--- src/rtl/pulse_parallel_receiver_pkg.sv ---
// pulse_parallel_receiver_pkg: shared constants and state encoding for the pulse-train receiver.
package pulse_parallel_receiver_pkg;
  localparam int WORD_LENGTH_DEF = 20;
  localparam bit LSB_FIRST = 1'b1;
  typedef enum logic {BLACKOUT = 1'b0, SHIFT = 1'b1} state_e;
endpackage

--- src/rtl/pulse_parallel_receiver_bo_edge_detect.sv ---
// bo_edge_detect: registers the blackout waveform and flags its rising and falling edges.
module bo_edge_detect (
  input  logic clk,
  input  logic rst_n,
  input  logic bo_wf,
  output logic bo_rise,
  output logic bo_fall
);
  logic bo_prev_q;
  always_ff @(posedge clk or negedge rst_n)
    if (!rst_n) bo_prev_q <= 1'b0;
    else bo_prev_q <= bo_wf;
  assign bo_rise = ~bo_prev_q & bo_wf;
  assign bo_fall = bo_prev_q & ~bo_wf;
endmodule

--- src/rtl/pulse_parallel_receiver.sv ---
// pulse_parallel_receiver: captures a serial digit stream between blackouts into a parallel word.
module pulse_parallel_receiver
  import pulse_parallel_receiver_pkg::*;
#(
  parameter int WORD_LENGTH = WORD_LENGTH_DEF,
  parameter int CNT_W = $clog2(WORD_LENGTH + 1)
) (
  input  logic                   w_CLK,
  input  logic                   w_RST_N,
  input  logic                   w_DPG,
  input  logic                   w_BO_WF,
  input  logic                   w_SERIAL_IN,
  output logic [WORD_LENGTH-1:0] b_PX,
  output logic                   w_VALID,
  output logic                   w_ERR,
  output logic                   w_BUSY,
  output logic [CNT_W-1:0]       b_DIGIT_CNT
);
  localparam logic [CNT_W-1:0] FULL = CNT_W'(WORD_LENGTH);
  state_e state_q, state_d;
  logic [WORD_LENGTH-1:0] sr_q, sr_d, px_q, px_d;
  logic [CNT_W-1:0] cnt_q, cnt_d;
  logic ovr_q, ovr_d, valid_q, valid_d, err_q, err_d, ok;
  logic bo_rise, bo_fall;
  bo_edge_detect u_edge (
    .clk    (w_CLK),
    .rst_n  (w_RST_N),
    .bo_wf  (w_BO_WF),
    .bo_rise(bo_rise),
    .bo_fall(bo_fall)
  );
  always_comb begin
    state_d = state_q;
    sr_d = sr_q;
    cnt_d = cnt_q;
    ovr_d = ovr_q;
    px_d = px_q;
    valid_d = 1'b0;
    err_d = 1'b0;
    ok = (cnt_q == FULL) && !ovr_q;
    if (state_q == BLACKOUT) begin
      if (bo_fall) begin
        state_d = SHIFT;
        sr_d = '0;
        cnt_d = '0;
        ovr_d = 1'b0;
      end
    end else if (bo_rise) begin
      // blackout wins over a coincident strobe: word is judged as it stands
      state_d = BLACKOUT;
      valid_d = ok;
      err_d = !ok;
      px_d = ok ? sr_q : px_q;
    end else if (w_DPG && !w_BO_WF) begin
      if (cnt_q < FULL) begin
        sr_d = LSB_FIRST ? {w_SERIAL_IN, sr_q[WORD_LENGTH-1:1]} : {sr_q[WORD_LENGTH-2:0], w_SERIAL_IN};
        cnt_d = cnt_q + CNT_W'(1);
      end else ovr_d = 1'b1;
    end
  end
  always_ff @(posedge w_CLK or negedge w_RST_N)
    if (!w_RST_N) begin
      state_q <= BLACKOUT;
      sr_q <= '0;
      cnt_q <= '0;
      ovr_q <= 1'b0;
      px_q <= '0;
      valid_q <= 1'b0;
      err_q <= 1'b0;
    end else begin
      state_q <= state_d;
      sr_q <= sr_d;
      cnt_q <= cnt_d;
      ovr_q <= ovr_d;
      px_q <= px_d;
      valid_q <= valid_d;
      err_q <= err_d;
    end
  assign b_PX = px_q;
  assign w_VALID = valid_q;
  assign w_ERR = err_q;
  assign w_BUSY = (state_q == SHIFT);
  assign b_DIGIT_CNT = cnt_q;
endmodule

--- config.mk ---
export PLATFORM = sky130hd
export DESIGN_NAME = pulse_parallel_receiver
export DESIGN_NICKNAME = d
export VERILOG_FILES = /design/src/rtl/pulse_parallel_receiver_pkg.sv /design/src/rtl/pulse_parallel_receiver_bo_edge_detect.sv /design/src/rtl/pulse_parallel_receiver.sv
export SDC_FILE = /design/constraint.sdc
export NUM_CORES = 1
export LEC_CHECK = 0
export CELL_PAD_IN_SITES_DETAIL_PLACEMENT = 1
export CELL_PAD_IN_SITES_GLOBAL_PLACEMENT = 1
export CORE_ASPECT_RATIO = 0.6
export CORE_MARGIN = 3
export CORE_UTILIZATION = 46
export CTS_BUF_LIST = sky130_fd_sc_hd__clkbuf_16
export CTS_CLUSTER_DIAMETER = 60
export DETAILED_ROUTE_END_ITERATION = 8
export PLACE_DENSITY_LB_ADDON = 0.25
export SYNTH_ARGS = -nofsm -noshare
export SYNTH_HDL_FRONTEND = slang
export SYNTH_SLANG_ARGS = --single-unit
--- constraint.sdc ---
create_clock -name w_CLK -period 2.6 [get_ports w_CLK]
set_input_delay 0.39 -clock w_CLK [delete_from_list [all_inputs] [get_ports w_CLK]]
set_output_delay 0.39 -clock w_CLK [all_outputs]
set_load 0.02 [all_outputs]
==> results.ini <==
[floorplan]
rows = 17
dieHeight_microns = 56.56
start_util_pct = 50.61
fp.dieArea_sq_um = 5104
coreArea_sq_um = 3871
die_w_microns = 90.26
pin_count = 33

[critical_path]
cp-start-kind = primary input
slowest_delay_ns = 0.70
path_cells = clkdlybuf4s50_1, and3b_1, and2_1, mux2_2
end_kind = flop
crit_type = in2reg
arrival_ns = 2.27
crit_path_max_fanout = 22
required_ns = 2.82
cpMaxStageDelayCell = and2_1

[timing]
fmax_mhz = 486.1
fin_ws_ns = 0.5427
layout_min_cycle_time_ns = 2.057
finalHoldViolCount = 0
fin_setup_tns_ns = 0
whs_ns = 0.1993
tightest_slew_ns = 0.8488
setup_violations = 0
skew_ns = 0.002708
max_slew_margin_pct = 43.41
fin_crit_sh_pct = 79.13
rsz0062_at_grt = false
drv_slew = 0

[synth]
synth.most_common_cell = dfrtp_1
synth_edf_count = 0
ys_types = 30
yosysTopAreaCellShare_pct = 63.86
synth_nets = 141
syn-cell-area_sq_um = 1959
async_flop_share_pct = 100.0
synth_common_cells = dfrtp_1 (50), a22o_1 (21), mux2_1 (20)
synthFlopType = dfrtp_1
synthTopCellsByArea = dfrtp_1 (64%), mux2_1 (11%), a22o_1 (9.4%)
ys_seq_area_share_pct = 63.86
syn-mean-instance-area_sq_um = 14.62
synth.yosys.warnings = 0
yosysTopAreaCell = dfrtp_1
synthCells = 134
synth-seq-cells = 50

[global_route]
antenna_found_initial = 0
grt_pass1_wl_microns = 7245
grt_max_degree = 51
grt_overflow = 0
grt_usage_pct = 17.92
grt_pass1_vias = 1421

[power]
pwr_density_cell_nw_per_um2 = 722.1
leakagePower_nw = 1.217
irDropWorstVdd_mv = 0.3280

[drt]
dr.pass1.iters = 4
drtIter0Drc = 46
detail-route-antenna-nets = 0
wire_per_inst_microns = 18.71
vias_per_cell = 5.527
drc = 0
totalWireLength_microns = 4228
route.vias.total = 1249

[final_layout]
antenna_cells = 0
drive_gt1_share_pct = 7.692
postLayoutCoreUtil_pct = 63.90
syn2layout_area_growth_pct = 26.25
nets = 176
stdcell_area_sq_um = 2474

[hold_path]
min_path_type = in2async

[placed_design]
gp_congestion = 0.8459
io_buffers = 32
hpwl_microns = 2719
placed_area_sq_um = 2315
pre_cts_ws_ns = 0.3773

[clock_network]
cts_made_buffers = 5
clockBufferDepth = 2
clkLatencyLatePin_ns = 0.28
cts_tree = done
ctsHtreeMaxLevel = 2
cts_root_buffer = clkbuf_16
cts_setup_buffers = 0
clkSinkCount = 50
cts_hold_buf = 0
cts_resized = 0
clk_transition_reported_paths_ns = 0.06

[run_status]
status = complete, no violations

[job]
maxCapViolCount = 0

==> path summary, 6_finish.rpt <==
kind | from | endpoint | slack, ns | cells past startpoint
worst max-delay path | w_BO_WF | b_DIGIT_CNT[0] | 0.54 | 4
worst max register to register | b_DIGIT_CNT[2] | b_DIGIT_CNT[0] | 0.67 | 3
min in group w_CLK | b_PX[4] | b_PX[4] | 0.49 | 1
worst min-delay path | w_RST_N | b_DIGIT_CNT[3] | 0.20 | 2
worst min register to register | b_PX[4] | b_PX[4] | 0.49 | 1
max in group asynchronous | w_RST_N | b_PX[17] | 1.99 | 2
==> critical path: cells and delay by family <==
kind | cells | cell delay, ns
simple gates | 2 | 1.03
buf+inv | 1 | 0.55
mux | 1 | 0.29
==> final cells by class <==
| type | count | area [sq um] |
|---|---|---|
| clock inverters | 2 | 33.78 |
| flip-flops and latches | 50 | 1251 |
| repair buffers | 35 | 337.8 |
| multi-input cells | 72 | 635.6 |
| fillers | 380 | 1398 |
| inverters | 5 | 18.77 |
| clock buffers | 5 | 125.1 |
| well taps | 57 | 71.32 |
==> cell usage in the layout (no fill, tap or decap), types with 2 or more instances in the layout <==
| master | count |
|---|---|
| a31oi_1 | 2 |
| o21ai_0 | 2 |
| inv_1 | 4 |
| buf_4 | 3 |
| clkbuf_16 | 5 |
| ha_1 | 2 |
| mux2_1 | 20 |
| nor2_1 | 3 |
| nor3_1 | 2 |
| a22o_1 | 21 |
| clkdlybuf4s50_1 | 31 |
| dfrtp_1 | 50 |
| nand2_1 | 2 |
| o22a_1 | 2 |
==> flip-flops by register name, indices dropped and copies added (netlist names) <==
name / flops
b_DIGIT_CNT: 5
u_edge.bo_prev_q: 1
b_PX: 20
sr_q: 20
w_BUSY: 1
w_VALID: 1
ovr_q: 1
w_ERR: 1
==> per-stage QoR <==
stage / instances / total power [mW]
final: 226 / 1.786
after global routing: 226 / 1.865
after CTS: 226 / 1.802
after detailed placement: 219 / 1.095
after global placement: 219 / 1.083
after floorplan: 134 / 0.9923
==> power by group <==
part           switching [mW]  internal, mW  leakage, nW
Clock                   0.256         0.445       0.0773
Combinational           0.114        0.0943        0.456
Sequential             0.0616         0.815        0.684
==> logic make-up (layout without fill, tap and decap cells) <==
family / Yosys count / count (layout) / synth area share, %
muxes: 22 / 22 / 12.58
DFF: 50 / 50 / 63.86
adders and majority gates: 2 / 2 / 1.277
buffers and inverters: 12 / 47 / 3.703
and+or+nand+nor: 16 / 16 / 5.237
AOI/OAI and AO/OA: 32 / 32 / 13.35
==> layer usage <==
metal | track usage [%] | share of wire (%)
met3 | 4.418 | 4.0
met2 | 29.51 | 48
met5 | 0 | 0
met4 | 3.486 | 0.90
met1 | 24.50 | 47
No activity file was read; power rests on OpenSTA's default activity.
